==> config.mk <==
export PLATFORM = sky130hd
export DESIGN_NAME = reset_sequencer
export DESIGN_NICKNAME = d
export VERILOG_FILES = /design/src/rtl/reset_seq_pkg.sv /design/src/rtl/seq_stage_timer.sv /design/src/rtl/reset_sequencer.sv
export SDC_FILE = /design/constraint.sdc
export NUM_CORES = 1
export LEC_CHECK = 0
export CAP_MARGIN = 15
export CORE_AREA = 10 10 125 139
export CTS_CLUSTER_SIZE = 12
export DETAILED_ROUTE_END_ITERATION = 10
export DIE_AREA = 0 0 135 149
export PLACE_DENSITY = 0.8
export SLEW_MARGIN = 5
export SYNTH_ARGS = -nofsm -noshare
export SYNTH_HDL_FRONTEND = slang
export SYNTH_SLANG_ARGS = --single-unit
==> constraint.sdc <==
create_clock -name clk -period 3.46 [get_ports clk]
set_input_delay 0.865 -clock clk [delete_from_list [all_inputs] [get_ports clk]]
set_output_delay 0.865 -clock clk [all_outputs]
set_load 0.02 [all_outputs]
==> src/rtl/reset_seq_pkg.sv <==
// Shared types and helpers for the reset sequencer slice.
// Latency: n/a (types and constant functions only).
// Backpressure: n/a.
package reset_seq_pkg;

    // Sequencer top-level state
    typedef enum logic [1:0] {
        IDLE = 2'd0,
        RUN  = 2'd1,
        DONE = 2'd2
    } seq_state_t;

    // Bits needed to hold values 0..n (stage index reaches n in DONE)
    function automatic int idx_width(input int n);
        int w;
        w = 1;
        while ((1 << w) < (n + 1)) begin
            w++;
        end
        return w;
    endfunction

endpackage

==> src/rtl/seq_stage_timer.sv <==
// Per-stage dwell timer: latches a length on load, counts while enabled, flags the last cycle.
// Latency: expire is combinational on the registered count; load/en take effect at the next edge.
// Backpressure: none; en low simply freezes the count.
module seq_stage_timer
    import reset_seq_pkg::*;
#(
    parameter int CNT_W = 32
) (
    input  logic             clk,
    input  logic             rst,
    input  logic             load,
    input  logic [CNT_W-1:0] len,
    input  logic             en,
    output logic             expire
);

    logic [CNT_W-1:0] r_cnt;
    logic [CNT_W-1:0] r_len;

    // Load restarts the count with a fresh length (zero length behaves as one cycle)
    always_ff @(posedge clk) begin
        if (rst) begin
            r_cnt <= '0;
            r_len <= CNT_W'(1);
        end else if (load) begin
            r_cnt <= '0;
            r_len <= (len == '0) ? CNT_W'(1) : len;
        end else if (en) begin
            r_cnt <= r_cnt + CNT_W'(1);
        end
    end

    // The owner stops enabling once expire is seen, so the count never passes r_len-1
    assign expire = (r_cnt == r_len - CNT_W'(1));

endmodule

==> src/rtl/reset_sequencer.sv <==
// Releases NUM_STAGES block resets one at a time, each stage ending on dwell timeout or block ack.
// Latency: start at edge t puts stage 0 out after t; DONE after sum of stage lengths with no ack/hold.
// Backpressure: hold freezes the dwell counter in RUN; an ack still ends the stage while held.
module reset_sequencer
    import reset_seq_pkg::*;
#(
    parameter int  NUM_STAGES = 5,
    parameter int  CNT_W      = 32,
    parameter bit  USE_ACK    = 1'b0,
    localparam int IDX_W      = idx_width(NUM_STAGES)
) (
    input  logic                        clk,
    input  logic                        rst,
    input  logic                        start,
    input  logic                        abort,
    input  logic                        hold,
    input  logic [NUM_STAGES*CNT_W-1:0] stage_len,
    input  logic [NUM_STAGES-1:0]       stage_ack,
    output logic [NUM_STAGES-1:0]       blk_rst,
    output logic [IDX_W-1:0]            stage_idx,
    output logic                        busy,
    output logic                        done,
    output logic                        stage_pulse
);

    seq_state_t            r_state;
    logic [IDX_W-1:0]      r_idx;
    logic [NUM_STAGES-1:0] r_blk_rst;
    logic                  r_busy;
    logic                  r_done;
    logic                  r_pulse;

    logic                  w_ack_cur;
    logic                  w_expire;
    logic                  w_adv;
    logic                  w_last;
    logic                  w_load;
    logic                  w_en;
    logic [IDX_W-1:0]      w_load_idx;
    logic [CNT_W-1:0]      w_load_len;
    logic [NUM_STAGES-1:0] w_load_mask;

    // Pick the ack of the current stage only; acks from other blocks are ignored
    always_comb begin
        w_ack_cur = 1'b0;
        for (int k = 0; k < NUM_STAGES; k++) begin
            if (r_idx == IDX_W'(k)) begin
                w_ack_cur = stage_ack[k];
            end
        end
    end

    assign w_last = (r_idx == IDX_W'(NUM_STAGES - 1));
    assign w_adv  = (r_state == RUN) && ((w_expire && !hold) || (USE_ACK && w_ack_cur));

    // Timer is reloaded on any stage entry (and cleared on abort); otherwise counts in RUN unless held
    assign w_load     = abort || start || (w_adv && !w_last);
    assign w_en       = (r_state == RUN) && !hold && !w_load && !w_adv;
    assign w_load_idx = (abort || start) ? '0 : (r_idx + IDX_W'(1));

    // Length of the stage being entered, and the reset mask that stage presents
    always_comb begin
        w_load_len  = '0;
        w_load_mask = '0;
        for (int k = 0; k < NUM_STAGES; k++) begin
            if (w_load_idx == IDX_W'(k)) begin
                w_load_len = stage_len[k*CNT_W +: CNT_W];
            end
            w_load_mask[k] = (IDX_W'(k) >= w_load_idx);
        end
    end

    seq_stage_timer #(
        .CNT_W (CNT_W)
    ) u_timer (
        .clk    (clk),
        .rst    (rst),
        .load   (w_load),
        .len    (w_load_len),
        .en     (w_en),
        .expire (w_expire)
    );

    // Sequencer FSM with registered outputs; priority rst > abort > start > advance
    always_ff @(posedge clk) begin
        if (rst) begin
            r_state   <= IDLE;
            r_idx     <= '0;
            r_blk_rst <= '1;
            r_busy    <= 1'b0;
            r_done    <= 1'b0;
            r_pulse   <= 1'b0;
        end else begin
            r_pulse <= 1'b0;
            if (abort) begin
                r_state   <= IDLE;
                r_idx     <= '0;
                r_blk_rst <= '1;
                r_busy    <= 1'b0;
                r_done    <= 1'b0;
            end else if (start) begin
                r_state   <= RUN;
                r_idx     <= '0;
                r_blk_rst <= '1;
                r_busy    <= 1'b1;
                r_done    <= 1'b0;
            end else if (w_adv) begin
                r_pulse <= 1'b1;
                if (w_last) begin
                    r_state   <= DONE;
                    r_idx     <= IDX_W'(NUM_STAGES);
                    r_blk_rst <= '0;
                    r_busy    <= 1'b0;
                    r_done    <= 1'b1;
                end else begin
                    r_idx     <= w_load_idx;
                    r_blk_rst <= w_load_mask;
                end
            end
        end
    end

    assign blk_rst     = r_blk_rst;
    assign stage_idx   = r_idx;
    assign busy        = r_busy;
    assign done        = r_done;
    assign stage_pulse = r_pulse;

endmodule

* Yosys cells after proc, flatten, opt, wreduce, memory -nomap -nowiden *
Cells that the tools add are included.

word-level totals
  bits in registers = 76
  bits of input ports = 170
  output and inout bits = 11
  word-level logic and storage cells = 60

cells by class
  add/sub/neg operators = 3
  $lt $le $gt $ge = 5
  equal/unequal tests = 7
  muxes and demuxes = 16
  reduce and logical (&&, ||, !) cells = 21

operators with widths
  cell                   number
  $mux 32                6
  $add 32x1->32 const B  1
  $eq 32x32->1           1
  $logic_not 32->1       1
  $sub 32x1->32 const B  1
  $mux 1                 7
  $eq 3x2->1 const B     2
  $eq 3x3->1 const B     2
  $ge 1x3->1 const A     2
  $ge 2x3->1 const A     2
  $logic_and 1x1->1      6
  $mux 3                 2
  $mux 5                 1
  $logic_not 1->1        4
  $reduce_and 2->1       2
  $reduce_bool 2->1      2
  $reduce_or 2->1        2
  $add 3x1->3 const B    1
  $eq 3x1->1 const B     1
  $ge 3x3->1 const A     1
  $logic_not 3->1        1
  $reduce_or 3->1        1
  $eq 2x1->1 const B     1
  $logic_or 1x1->1       2

* Depth between registers and ports, before layout *
  word-level depth = 10
  depth in mapped cells = 15
  gate-level depth less buffers = 11

* Modules after synthesis *
A second synthesis with hierarchy kept.

unflattened totals
  cell total of the unflattened synthesis = 687
  area total of the unflattened synthesis = 5465.2 µm²

by module, submodules not included
  module           times used  cells each  area each (µm²)  seq. area each (µm²)
  seq_stage_timer  1           438         3727.3           1281.2
  reset_sequencer  1           249         1737.9           220.2

* Least setup slack after synthesis *
Ideal clock, no wire load.

  kind = in2reg
  start = input hold
  end = register u_timer.r_len[17]
  library setup time = 0.065 ns
  arrival time = 3.596 ns
  required time = 3.395 ns
  path slack = -0.201 ns
  stages on the path = 10
  path buffers = 1
  cell sequence = or3b_1 a2111oi_1 o211ai_1 nor4b_1 nand3_1 or4_4 o31ai_4 buf_6 mux2_1 nor2_1

between the ends
  word-level cells in the longest chain between the ends = 5

RTL lines
  item                             line                   text
  start, declared                  reset_sequencer.sv:16  input logic hold,
  $logic_not 1->1                  reset_sequencer.sv:54  assign w_adv = (r_state == RUN) && ((w_expire && !hold) || (USE_ACK && w_ack_cur));
  $logic_and 1x1->1 (2 in series)  reset_sequencer.sv:54
  $logic_and 1x1->1                reset_sequencer.sv:57  assign w_load = abort || start || (w_adv && !w_last);
  $logic_or 1x1->1                 reset_sequencer.sv:57
  end signal, assigned             seq_stage_timer.sv:27  r_len <= (len == '0) ? CNT_W'(1) : len;
  end, declared                    seq_stage_timer.sv:18  logic [CNT_W-1:0] r_len;

Every way passes these cells.
A chain may end at the register's enable or synchronous reset.

* Worst setup path after layout *
  start = input hold
  end = register u_timer.r_len[29]

Same word-level chain as after synthesis.

==> results.json <==
{
  "start_util_pct": 38.9,
  "synth_cells": 740,
  "period_needed_ps": 3320,
  "multi_input_area_um2": 3950,
  "setup_viol": 0,
  "cts_tree": "built",
  "path_cells": "buf_2 > or3b_4 > a2111oi_4 > o211ai_1 > nor4b_1 > nand3_1 > or4_4 > o31ai_4 > buf_4 > buf_16 > buf_4 > mux2i_1 > nor2_1",
  "yosysUniqueCellTypes": 73,
  "track_usage_pct": 21.1,
  "insertion_delay_ps": 350,
  "status": "complete, no violations",
  "synth-edff-count": 0,
  "end_kind": "register",
  "wl_um": 22000,
  "synth-seq-cells": 75,
  "drc": 0,
  "grt_pass1_wl_um": 34200,
  "leakage_uw": 0.00317,
  "num_vias": 6845,
  "power.total_uw": 2640,
  "h-tree-depth": 3,
  "maxSlewViolCount": 0,
  "dieArea_um2": 20100,
  "cpMaxStageDelayCell": "or4_4",
  "hold_violations": 0,
  "syn_area_um2": 5700,
  "portBuffers": 175,
  "area_growth_pct": 51.4,
  "max_stage_delay_ps": 470,
  "final_antenna_net_count": 0,
  "fin_ws_ps": 136,
  "p_comb_share_pct": 24.2,
  "dp_cells": 1133,
  "power_frac_seq_pct": 35.8,
  "synth_top_family_by_area": "simple AND/OR/NAND/NOR gates",
  "core_area_um2": 14600,
  "synth_compound_area_share_pct": 24.4,
  "grt_pass1_vias": 6596,
  "cts_buffers": 9,
  "clockBufferDepth": 2,
  "via_per_inst": 5.91,
  "yosysSeqAreaShare_pct": 26.4,
  "grt_max_degree": 52,
  "cts_root_buffer": "clkbuf_16",
  "fp.dieH_um": 149,
  "final_nets": 1129,
  "rows": 47,
  "wire_per_inst_um": 19.0,
  "power.internal_uw": 1940,
  "cp-start-kind": "input pin",
  "cts.sinks": 75,
  "dominantRegCellSynth": "dfxtp_1",
  "power_density_nw_per_um2": 306,
  "criticalPathCategory": "input pin to register",
  "pre_cts_slack_ps": -547,
  "crit_fanout": 8,
  "post_synth.cell_area_avg_um2": 7.70,
  "timing.fmax_mhz": 301,
  "worstPathArrival_ps": 3550,
  "nFillCells": 1266,
  "place.gp.congestion": 0.913,
  "yosys_warnings": 0,
  "fin_util_pct": 58.9,
  "hp-class": "register to register",
  "hold_slack_ps": 479,
  "drt_pass1_iterations": 5,
  "ioPinCount": 181,
  "synth_fa_ha_area_share_pct": 0.879,
  "antenna_found_initial": 2,
  "synthMuxAreaShare_pct": 6.15,
  "synthArstFlopShare_pct": 0,
  "finalNonFillerCells": 1158,
  "power.share.switching_pct": 26.3,
  "synth.net_count": 914,
  "drive_gt1_share_pct": 13.1,
  "ir_worst_vdd_uv": 244,
  "ff_latch_area_um2": 1500,
  "p_sw_uw": 693,
  "synthXorXnorAreaFrac_pct": 6.46,
  "clk_pin_slew_worst_paths_ps": 60,
  "hpwlAfterDp_um": 17500,
  "grt.overflow.total": 0,
  "cpMostUsedCell": "buf_4",
  "tightest_slew_ps": 519,
  "critPathRequiredTime_ps": 3680,
  "skew_ps": 8.50,
  "maxSlewHeadroom_pct": 65.3,
  "first_iter_violations": 641,
  "yosys.area_share.simple_pct": 30.5,
  "die_x_um": 135,
  "ctsHoldBuffers": 0,
  "maxCapViolCount": 0,
  "p_clk_share_pct": 40.1,
  "post-route-period-util_pct": 96.1
}
logic make-up (layout without fill, tap and decap cells):
kind of cell             count (synthesis)  in the layout
other                                    0              2
buffers and inverters                   66            286
flip-flops                              75             75
AND/OR/NAND/NOR                        316            316
XOR/XNOR                                42             42
adder cells (fa/ha/maj)                  4              4
AO/OA/AOI/OAI                          203            203
multiplexers                            34             34
per-layer routing:
metal	track usage (%)	vias up	wire length (um)
met5	0	-	0
li1	-	3283	-
met4	9.48	0	741
met2	34.5	293	10400
met1	24.5	3226	8930
met3	7.24	43	1900
cell type report:
type                            count  share of cell area, %
Sequential cell                    75                   17.4
Tap cell                          196                   2.84
Inverter                           11                  0.479
Antenna cell                        2                 0.0580
Timing Repair Buffer              259                   29.4
Clock inverter                      5                  0.987
Multi-Input combinational cell    599                   45.9
Clock buffer                       11                   2.93
state kept, by name, indices dropped and copies added (netlist names):
signal,cells
u_timer.r_cnt,32
u_timer.r_len,32
blk_rst,5
stage_idx,3
busy,1
r_state,1
stage_pulse,1
power by group through the flow:
| stage | Clock [uW] | Sequential [uW] | Combinational (uW) |
|---|---|---|---|
| finish | 1060 | 943 | 637 |
| global route | 1100 | 947 | 684 |
| CTS | 1060 | 940 | 627 |
| detailed placement | 0 | 959 | 614 |
| global placement | 0 | 956 | 606 |
| floorplan | 0 | 937 | 301 |
cell usage after synthesis (3+ instances only):
library cell	count	area share, %
a211o_1	3	0.46
buf_2	12	1.1
a21oi_1	40	3.5
or4_1	29	3.8
and3_1	18	2.0
nand4_1	20	2.2
or4b_2	3	0.53
xor2_1	13	2.0
ha_1	4	0.88
nor2b_1	8	0.88
o22ai_1	24	2.6
mux2_1	7	1.4
nand2_1	67	4.4
mux2i_1	26	4.6
a31oi_1	26	2.9
and2_1	5	0.55
o21ai_0	7	0.61
clkbuf_1	36	2.4
o31ai_1	26	3.4
nor2_1	60	4.0
nand4b_1	5	0.77
a22oi_1	32	4.2
dfxtp_1	75	26
o21ai_1	6	0.53
nor3_1	11	0.97
nor3b_1	4	0.53
nand3_1	38	3.3
xnor2_1	29	4.5
o221ai_1	9	1.4
o211ai_1	6	0.79
and4_1	5	0.77
inv_1	11	0.72
buf_6	4	0.79
nor4_1	13	1.4
or3_1	8	0.88
through the flow:
| step | instance area (um^2) | setup TNS, ps |
|---|---|---|
| 2_1_floorplan | 5720 | 0 |
| 3_3_place_gp | 8180 | -28320 |
| 3_5_place_dp | 8180 | -31540 |
| 4_1_cts | 8570 | 0 |
| 5_1_grt | 8620 | -7.02 |
| 6_report | 8620 | 0 |
cell usage in the layout (no fill, tap or decap), types with 6 or more instances in the layout:
master,n
a21oi_1,40
nand3_1,38
clkdlybuf4s50_1,174
o21ai_1,6
buf_12,11
or3_1,8
o21ai_0,7
or4_1,29
a31oi_1,26
xnor2_1,29
xor2_1,13
nor3_1,10
clkbuf_16,9
o31ai_1,26
mux2i_1,26
mux2_1,7
inv_1,11
buf_4,71
nand4_1,20
dfxtp_1,75
a22oi_1,32
nor2b_1,7
and3_1,18
o221ai_1,9
nor2_1,60
nor4_1,10
o22ai_1,24
o211ai_1,6
nand2_1,67
path summary, 6_finish.rpt:
check,endpoint,slack [ps],from,cells past startpoint
setup / recovery,u_timer.r_len[29],140,hold,13
hold / removal,busy,480,busy,2
setup reg to reg,u_timer.r_len[29],170,u_timer.r_len[20],12
hold reg to reg,busy,480,busy,2
critical path, delay by kind of cell:
| kind | cells | cell delay, ps |
|---|---|---|
| and+or+nand+nor | 5 | 1340 |
| AOI/OAI and AO/OA | 3 | 650 |
| buffers and inverters | 4 | 540 |
| muxes | 1 | 170 |
what timing repair did:
action | in CTS | in global routing
resized for setup | 4 | 8
pin swaps | 8 | 5
setup buffers | 3 | 3
setup endpoints to repair | 63 | 58
gates cloned | 1 | 0
Note: power is estimated with default switching activity, not from simulation.
